[src/rtl/wb_unit.sv]
// wb_unit -- writeback arbiter and queue in front of the register bank write port.
//
// The unit merges results from two producers (LSU and ALU) into one circular FIFO.
// The head of the FIFO drives the register bank write port. It retires one entry
// per cycle, and the consumer is always ready.
//
// Ports
//   clk_i, rst_i            clock, asynchronous active-high reset
//   flush_i                 synchronous discard of every queued result
//   lsu_valid_i/ready_o     LSU producer handshake, with lsu_rd_i / lsu_data_i
//   alu_valid_i/ready_o     ALU producer handshake, with alu_rd_i / alu_data_i
//   we_o, waddr_o, wdata_o  register bank write port (address/data are 0 when idle)
//   busy_o                  per-register pending-write mask (bit 0 always 0)
//   count_o                 number of occupied queue entries
module wb_unit #(
  parameter int NUMREGS   = 32,
  parameter int DATAWIDTH = 32,
  parameter int DEPTH     = 4
) (
  input  logic                       clk_i,
  input  logic                       rst_i,
  input  logic                       flush_i,
  input  logic                       lsu_valid_i,
  output logic                       lsu_ready_o,
  input  logic [$clog2(NUMREGS)-1:0] lsu_rd_i,
  input  logic [DATAWIDTH-1:0]       lsu_data_i,
  input  logic                       alu_valid_i,
  output logic                       alu_ready_o,
  input  logic [$clog2(NUMREGS)-1:0] alu_rd_i,
  input  logic [DATAWIDTH-1:0]       alu_data_i,
  output logic                       we_o,
  output logic [$clog2(NUMREGS)-1:0] waddr_o,
  output logic [DATAWIDTH-1:0]       wdata_o,
  output logic [NUMREGS-1:0]         busy_o,
  output logic [$clog2(DEPTH):0]     count_o
);

  localparam int RW = $clog2(NUMREGS);
  localparam int PW = $clog2(DEPTH);
  localparam int CW = PW + 1;
  localparam logic [CW-1:0] LIM_ONE = CW'(DEPTH - 1);
  localparam logic [CW-1:0] LIM_TWO = CW'(DEPTH - 2);

  logic [PW-1:0]        r_wptr;
  logic [PW-1:0]        r_rptr;
  logic [CW-1:0]        r_count;
  logic [RW-1:0]        r_rd_mem   [DEPTH];
  logic [DATAWIDTH-1:0] r_data_mem [DEPTH];

  logic                 w_lsu_push;
  logic                 w_alu_push;
  logic                 w_pop;
  logic [PW-1:0]        w_alu_wptr;
  logic [PW-1:0]        w_wptr_next;
  logic [DEPTH-1:0]     w_entry_live;
  logic [NUMREGS-1:0]   w_busy;

  // Readiness depends only on the registered count. A same-cycle pop is
  // deliberately not credited, which keeps the ready path short.
  // When the LSU is also offering a result, the ALU needs room for two entries.
  assign lsu_ready_o = !flush_i && (r_count <= LIM_ONE);
  assign alu_ready_o = !flush_i && (lsu_valid_i ? (r_count <= LIM_TWO)
                                                : (r_count <= LIM_ONE));

  // A result for x0 still completes its handshake, but it never occupies a slot.
  assign w_lsu_push = lsu_valid_i && lsu_ready_o && (lsu_rd_i != '0);
  assign w_alu_push = alu_valid_i && alu_ready_o && (alu_rd_i != '0);

  // The LSU result is the older of the two, so it takes the first free slot.
  assign w_alu_wptr  = w_lsu_push ? (r_wptr + PW'(1)) : r_wptr;
  assign w_wptr_next = r_wptr + PW'(w_lsu_push) + PW'(w_alu_push);

  assign w_pop   = (r_count != '0) && !flush_i;
  assign we_o    = w_pop;
  assign waddr_o = w_pop ? r_rd_mem[r_rptr]   : '0;
  assign wdata_o = w_pop ? r_data_mem[r_rptr] : '0;
  assign count_o = r_count;

  always_ff @(posedge clk_i or posedge rst_i) begin
    if (rst_i) begin
      r_wptr  <= '0;
      r_rptr  <= '0;
      r_count <= '0;
    end else if (flush_i) begin
      r_wptr  <= '0;
      r_rptr  <= '0;
      r_count <= '0;
    end else begin
      r_wptr <= w_wptr_next;
      if (w_pop) begin
        r_rptr <= r_rptr + PW'(1);
      end
      r_count <= r_count + CW'(w_lsu_push) + CW'(w_alu_push) - CW'(w_pop);
    end
  end

  // Entry storage is not reset. Only entries inside the count window are ever
  // observed, so stale contents are harmless.
  always_ff @(posedge clk_i) begin
    for (int i = 0; i < DEPTH; i++) begin
      if (w_lsu_push && (r_wptr == PW'(i))) begin
        r_rd_mem[i]   <= lsu_rd_i;
        r_data_mem[i] <= lsu_data_i;
      end else if (w_alu_push && (w_alu_wptr == PW'(i))) begin
        r_rd_mem[i]   <= alu_rd_i;
        r_data_mem[i] <= alu_data_i;
      end
    end
  end

  // An entry is live when its distance from the read pointer, taken modulo
  // DEPTH, is less than the occupancy.
  genvar gi;
  generate
    for (gi = 0; gi < DEPTH; gi++) begin : g_live
      logic [PW-1:0] w_off;
      assign w_off            = PW'(gi) - r_rptr;
      assign w_entry_live[gi] = ({1'b0, w_off} < r_count);
    end
  endgenerate

  always_comb begin
    w_busy = '0;
    for (int i = 0; i < DEPTH; i++) begin
      if (w_entry_live[i]) begin
        w_busy[r_rd_mem[i]] = 1'b1;
      end
    end
    w_busy[0] = 1'b0;
  end

  assign busy_o = w_busy;

endmodule

[config.mk]
export PLATFORM = sky130hd
export DESIGN_NAME = wb_unit
export DESIGN_NICKNAME = d
export VERILOG_FILES = /design/src/rtl/wb_unit.sv
export SDC_FILE = /design/constraint.sdc
export NUM_CORES = 1
export LEC_CHECK = 0
export CAP_MARGIN = 20
export CORE_UTILIZATION = 43
export DETAILED_ROUTE_END_ITERATION = 7
export PLACE_DENSITY = 0.67
export SYNTH_ARGS = -nofsm -noshare
export SYNTH_HDL_FRONTEND = slang
export SYNTH_SLANG_ARGS = --single-unit
[constraint.sdc]
create_clock -name clk_i -period 3.5 [get_ports clk_i]
set_input_delay 0.875 -clock clk_i [delete_from_list [all_inputs] [get_ports clk_i]]
set_output_delay 0.875 -clock clk_i [all_outputs]
set_load 0.01 [all_outputs]
# After elaboration in Yosys (flattened, before gate mapping)
# Memory sizes are Yosys's and may differ from the RTL's.
# Index checks and enable logic that the tools add are counted.
# classes
reduce_logical	30
eq_ne	6
n_bitwise	11
n_addsub	11
n_shift	0
order_cmp	14
n_div	0
mul	0
n_mux	60
# ops
op	count
$mux W32	11
$or A32 B32 Y32	3
$reduce_or A32 Y1	2
$mux W5	7
$mux W1	29
$lt A5 B6 Y1 const B	4
$demux W1 S5	4
$ge A5 B1 Y1 const B	4
$logic_and A1 B1 Y1	19
$mux W2	8
$lt A2 B3 Y1	4
$reduce_bool A5 Y1	2
$reduce_or A5 Y1	2
$eq A2 B2 Y1 const B	4
$or A1 B1 Y1	8
$add A3 B1 Y3	2
$le A3 B2 Y1 const B	2
$add A2 B1 Y2	2
$add A2 B1 Y2 const B	2
$eq A2 B1 Y1 const B	2
$logic_not A2 Y1	2
$sub A1 B2 Y2 const A	2
$sub A2 B2 Y2 const A	2
$mux W3	1
4 further kinds	4
# totals
in_bits	79
out_inout_bits	75
ramBits	148
n_memories	2
rom_bits	0
elab_cells	137
regBits	7
latch_bits	0
# memory_table
name	depth	width	read_ports	rd_ports_with_merged_regs	write_ports	line	rtl
r_data_mem	4	32	1	0	2	48	logic [DATAWIDTH-1:0] r_data_mem [DEPTH];
r_rd_mem	4	5	5	0	2	47	logic [RW-1:0] r_rd_mem [DEPTH];

# Depth between registers and ports, before layout
# Gate-level depths: netlist of run 1.
# depth
word_depth	13
ltp_mapped	11
ltp_nobuf	10

# Worst setup path after synthesis of run 1
# No wires, ideal clock.
# synth_timing
path_type	input to register
startpoint	input flush_i
endpoint	memory r_data_mem[3][0] (enable)
slack_ns	-0.760
required_ns	3.055
cell_stages	7
arrival_ns	3.815
setup_time_ns	0.445
n_path_buf	2
cell_sequence	clkbuf_1 nor3b_2 nand2_1 inv_2 buf_2 a31oi_1 o22ai_1
# synth_rtl
item	line	rtl
start, declared	22	input logic flush_i,
end, declared	48	

# Worst setup path after layout of run 1
# layout_timing
startpoint	register r_rptr[1]
endpoint	output busy_o[25]
# layout_between
elab_chain_cells	9
word_cells_on_any_way	15
classes_between	add/sub: 4; order compare: 4; mux: 4; bitwise: 3
# layout_rtl
item	line	rtl
start, declared	45	logic [PW-1:0] r_rptr;
start signal, assigned	91	r_rptr <= r_rptr + PW'(1);
$sub A1 B2 Y2	117	assign w_off = PW'(gi) - r_rptr;
$lt A2 B3 Y1	118	assign w_entry_live[gi] = ({1'b0, w_off} < r_count);
$mux W32	125	if (w_entry_live[i]) begin
$or A32 B32 Y32 (no line)	-	
$mux W32	125	
$or A32 B32 Y32 (no line)	-	
$mux W32	125	
$or A32 B32 Y32 (no line)	-	
$mux W32 (*)	125	
end, declared	34	output logic [NUMREGS-1:0] busy_o,
# Mark *: on every way between the ends. The rest lies on a longest branch, timed or not.

==> impl_metrics.csv, run 1 <==
group,metric,value,unit
grt,grt_pass1_vias,7421,
timing,timing.fmax,287,MHz
setup_path,arrival,2.61,ns
synth,synth_fp_nets,761,
grt,antenna_found_initial,0,
grt,grt_pass1_wl,42800,um
hold_path,hold_class,"input port to async pin",
floorplan,fp.coreArea,21200,um^2
synth,main_area_contributors_after_synthesis,"sky130_fd_sc_hd__edfxtp_1, sky130_fd_sc_hd__mux2_2, sky130_fd_sc_hd__mux4_2",
floorplan,die-area,22300,um^2
synth,ys_top_cells_by_count,"sky130_fd_sc_hd__edfxtp_1, sky130_fd_sc_hd__mux2_2, sky130_fd_sc_hd__and2_1, sky130_fd_sc_hd__mux4_2, sky130_fd_sc_hd__nand2_1",
synth,synthesis.area_per_instance,14.0,um^2
grt,groute.layer.met2.usage,0.478,
routing,drc,0,
clock_network,tritoncts_clock_tree,"yes",
power,power_per_cell_area,632,nW/um^2
synth,synth.yosys.seq_area_share,0.495,
synth,post_synthesis_async_set_or_reset_flop_share,0.0452,
timing,fraction_of_the_cycle_the_final_worst_path_needs,0.995,
synth,netlist_instances,668,
cells_and_area,num-nets-final,981,
clock_network,clock_sink_count,155,
clock_network,cts_made_buffers,17,
floorplan,ios,154,
timing,max_slew_violation_count,0,
synth,synth_most_common_cell,"sky130_fd_sc_hd__edfxtp_1",
routing,postRouteWirelength,28100,um
routing,vias_per_cell,5.78,
grt,global_route.usage.met3,0.0471,
synth,ys_dominant_reg_cell,"sky130_fd_sc_hd__edfxtp_1",
synth,yosys_warnings,0,
clock_network,clock_pin_slew_of_the_registers_on_the_worst_case_setup_and_hold_paths,0.06,ns
placed_design,place.port_buffers,152,
floorplan,die_h,149,um
timing,tightest_pin_transition,0.625,ns
floorplan,initial_utilization,0.441,
placed_design,post-place-cells,1129,
setup_path,startpoint_type,"flop",
routing,detail_route.wl_per_cell,23.9,um
synth,synth.distinct_cells,56,
cells_and_area,n_antenna_cell,0,
timing,fin_skew,0.0124,ns
setup_path,setup_cp_type,"flop to output pin",
power,vdd.ir_drop.worst,0.000390,V
power,clock_power_share,0.232,
grt,grt_overflow,0,
clock_network,insertion_delay,0.43,ns
run,maxCapViolations,0,
setup_path,end_kind,"output pin",
cells_and_area,drive_gt1_frac,0.394,
setup_path,worst_ep_required_time,2.62,ns
timing,finalCriticalPeriod,3.48,ns
routing,detailedRoute.firstPassIterationCount,5,
timing,timing.slew.headroom,0.582,
grt,grt_usage,0.262,
clock_network,cts_hold_repair.buffers,0,
routing,drt.antenna.violating_nets,0,
grt,gr_peak_layer,"met2",
timing,setup_violations,0,
cells_and_area,num-fill-cells,1688,
synth,synth_top_area_share,0.476,
clock_network,htreeDepth,4,
setup_path,worst-path-max-fanout,5,
cells_and_area,area_growth_syn_to_layout,36.9,%
power,internal_power,5250,uW
power,switchingPower,2820,uW
synth,synth_enable_flop_cells,148,
grt,grt_use_met1,0.316,
floorplan,chipWidth,149,um
setup_path,rrSetupSlack,0.57,ns
clock_network,clock_tree.buffer_depth,2,
power,swShare,0.350,
grt,grt_start_max_net_pins,29,
floorplan,rows,53,
placed_design,globalplace.congestion,0.969,
routing,via_count,6796,
power,pwr-share-seq,0.308,
synth,post_synth_instance_area,9330,um^2
routing,initial_drc_count,446,
cells_and_area,number_of_standard_cells_in_the_final_layout_excluding_fillers,1176,
timing,hold_violations,0,
timing,grt_setup_unrepaired,"true",
synth,synth_largest_area_cell,"sky130_fd_sc_hd__edfxtp_1",
synth,synth-seq-cells,155,
clock_network,clk_root_buffer_cell,"sky130_fd_sc_hd__clkbuf_16",
cells_and_area,final_core_util,0.604,
outcome,run_status,"finished, final reports clean",
power,total_leakage_power,0.00502,uW
power,power.combinational.fraction,0.460,
placed_design,detailedPlacementHpwl,19500,um
[routing by layer]
layer / vias to the layer above / routed length, um
li1: 3093 / -
met1: 3414 / 11100
met2: 259 / 15000
met3: 30 / 1590
met4: 0 / 463
met5: - / 0
[worst paths after layout]
| check | from | to | cells past startpoint |
|---|---|---|---|
| worst min-delay path | rst_i | count_o[2] | 2 |
| min in group clk_i | count_o[1] | count_o[1] | 3 |
| worst max-delay path | r_rptr[1] | busy_o[25] | 12 |
| worst max register to register | count_o[2] | count_o[2] | 10 |
| worst min register to register | count_o[1] | count_o[1] | 3 |
| max in group asynchronous | rst_i | r_rptr[1] | 2 |
[cells by family after synthesis]
| group | count (synthesis) | synth area share |
|---|---|---|
| flip-flops | 155 | 0.495 |
| adder cells (fa/ha/maj) | 14 | 0.0212 |
| buffers and inverters | 54 | 0.0325 |
| AO/OA/AOI/OAI | 95 | 0.0849 |
| XOR/XNOR | 5 | 0.00469 |
| AND/OR/NAND/NOR | 159 | 0.0933 |
| other | 1 | 0.000402 |
| multiplexers | 185 | 0.268 |
[critical path: stages (launching register included)]
cell and delay (ns):
sky130_fd_sc_hd__dfrtp_2 0.42, sky130_fd_sc_hd__inv_2 0.07, sky130_fd_sc_hd__ha_4 0.26, sky130_fd_sc_hd__a21boi_4 0.17
sky130_fd_sc_hd__o21a_2 0.21, sky130_fd_sc_hd__buf_6 0.13, sky130_fd_sc_hd__nor4b_2 0.04, sky130_fd_sc_hd__buf_4 0.16
sky130_fd_sc_hd__buf_4 0.14, sky130_fd_sc_hd__buf_6 0.11, sky130_fd_sc_hd__a22oi_2 0.19, sky130_fd_sc_hd__o221ai_2 0.13
sky130_fd_sc_hd__buf_2 0.16
[repair_timing]
item | CTS | global route
pin swaps | 12 | 14
gates cloned | 2 | 0
resized for setup | 87 | 87
endpoints found under the setup margin | 53 | 62
buffers inserted | 10 | 3
[area by class of cell]
type / count / area, um^2 / share of cell area
flip-flops and latches: 155 / 4620 / 0.362
clock buffers: 17 / 425 / 0.0333
clock inverters: 15 / 188 / 0.0147
repair buffers: 239 / 2450 / 0.192
multi-input cells: 459 / 4680 / 0.366
inverters: 16 / 60.1 / 0.00470
well taps: 275 / 344 / 0.0269
[power by group through the flow]
stage | combinational (uW) | clock (uW) | sequential (uW)
CTS | 3680 | 1910 | 2480
floorplan | 1870 | 0 | 2470
finish | 3710 | 1870 | 2480
global route | 3980 | 1970 | 2510
detailed placement | 3430 | 0 | 2520
global placement | 3420 | 0 | 2500
[per-stage QoR]
| stage | cell area, um^2 | total power [uW] | hold WS (ns) | TNS [ns] | setup slack, ns |
|---|---|---|---|---|---|
| 6_report | 12800 | 8070 | 0.700 | 0 | 0.0167 |
| 3_3_place_gp | 11800 | 5920 | 0.720 | -9.93 | -0.160 |
| 2_1_floorplan | 9350 | 4340 | 0.678 | 0 | 0.0163 |
| 5_1_grt | 12800 | 8460 | 0.716 | -0.291 | -0.0859 |
| 4_1_cts | 12600 | 8060 | 0.683 | -0.248 | -0.124 |
| 3_5_place_dp | 11800 | 5950 | 0.754 | -10.81 | -0.188 |
[layout by cell type, fill, tap and decap left out, types with 6 or more instances in the layout]
cell	count
sky130_fd_sc_hd__clkdlybuf4s50_1	84
sky130_fd_sc_hd__dlygate4sd2_1	9
sky130_fd_sc_hd__ha_1	9
sky130_fd_sc_hd__and2_1	42
sky130_fd_sc_hd__mux2_2	120
sky130_fd_sc_hd__inv_1	12
sky130_fd_sc_hd__buf_12	21
sky130_fd_sc_hd__nand2_1	30
sky130_fd_sc_hd__clkdlybuf4s15_1	7
sky130_fd_sc_hd__nor2_1	24
sky130_fd_sc_hd__clkbuf_2	16
sky130_fd_sc_hd__buf_4	59
sky130_fd_sc_hd__o211ai_1	6
sky130_fd_sc_hd__inv_6	7
sky130_fd_sc_hd__nor2b_1	12
sky130_fd_sc_hd__dlymetal6s2s_1	32
sky130_fd_sc_hd__mux4_2	37
sky130_fd_sc_hd__a221o_1	19
sky130_fd_sc_hd__mux2_1	28
sky130_fd_sc_hd__o22ai_1	16
sky130_fd_sc_hd__clkbuf_16	17
sky130_fd_sc_hd__edfxtp_1	148
sky130_fd_sc_hd__nand2b_1	12
sky130_fd_sc_hd__o221ai_2	8
[flip-flops by register name (all words and copies together), names as in the netlist]
register,count
count_o,3
r_rptr,2
r_rd_mem,20
r_data_mem,128
r_wptr,2
(Power assumes the default switching activity.)
==> run 2, diff against run 1 <==
Settings changed: CAP_MARGIN 20 to 0.
==> results of run 2 <==
Final layout, timing and power as in run 1 (identical DEF).
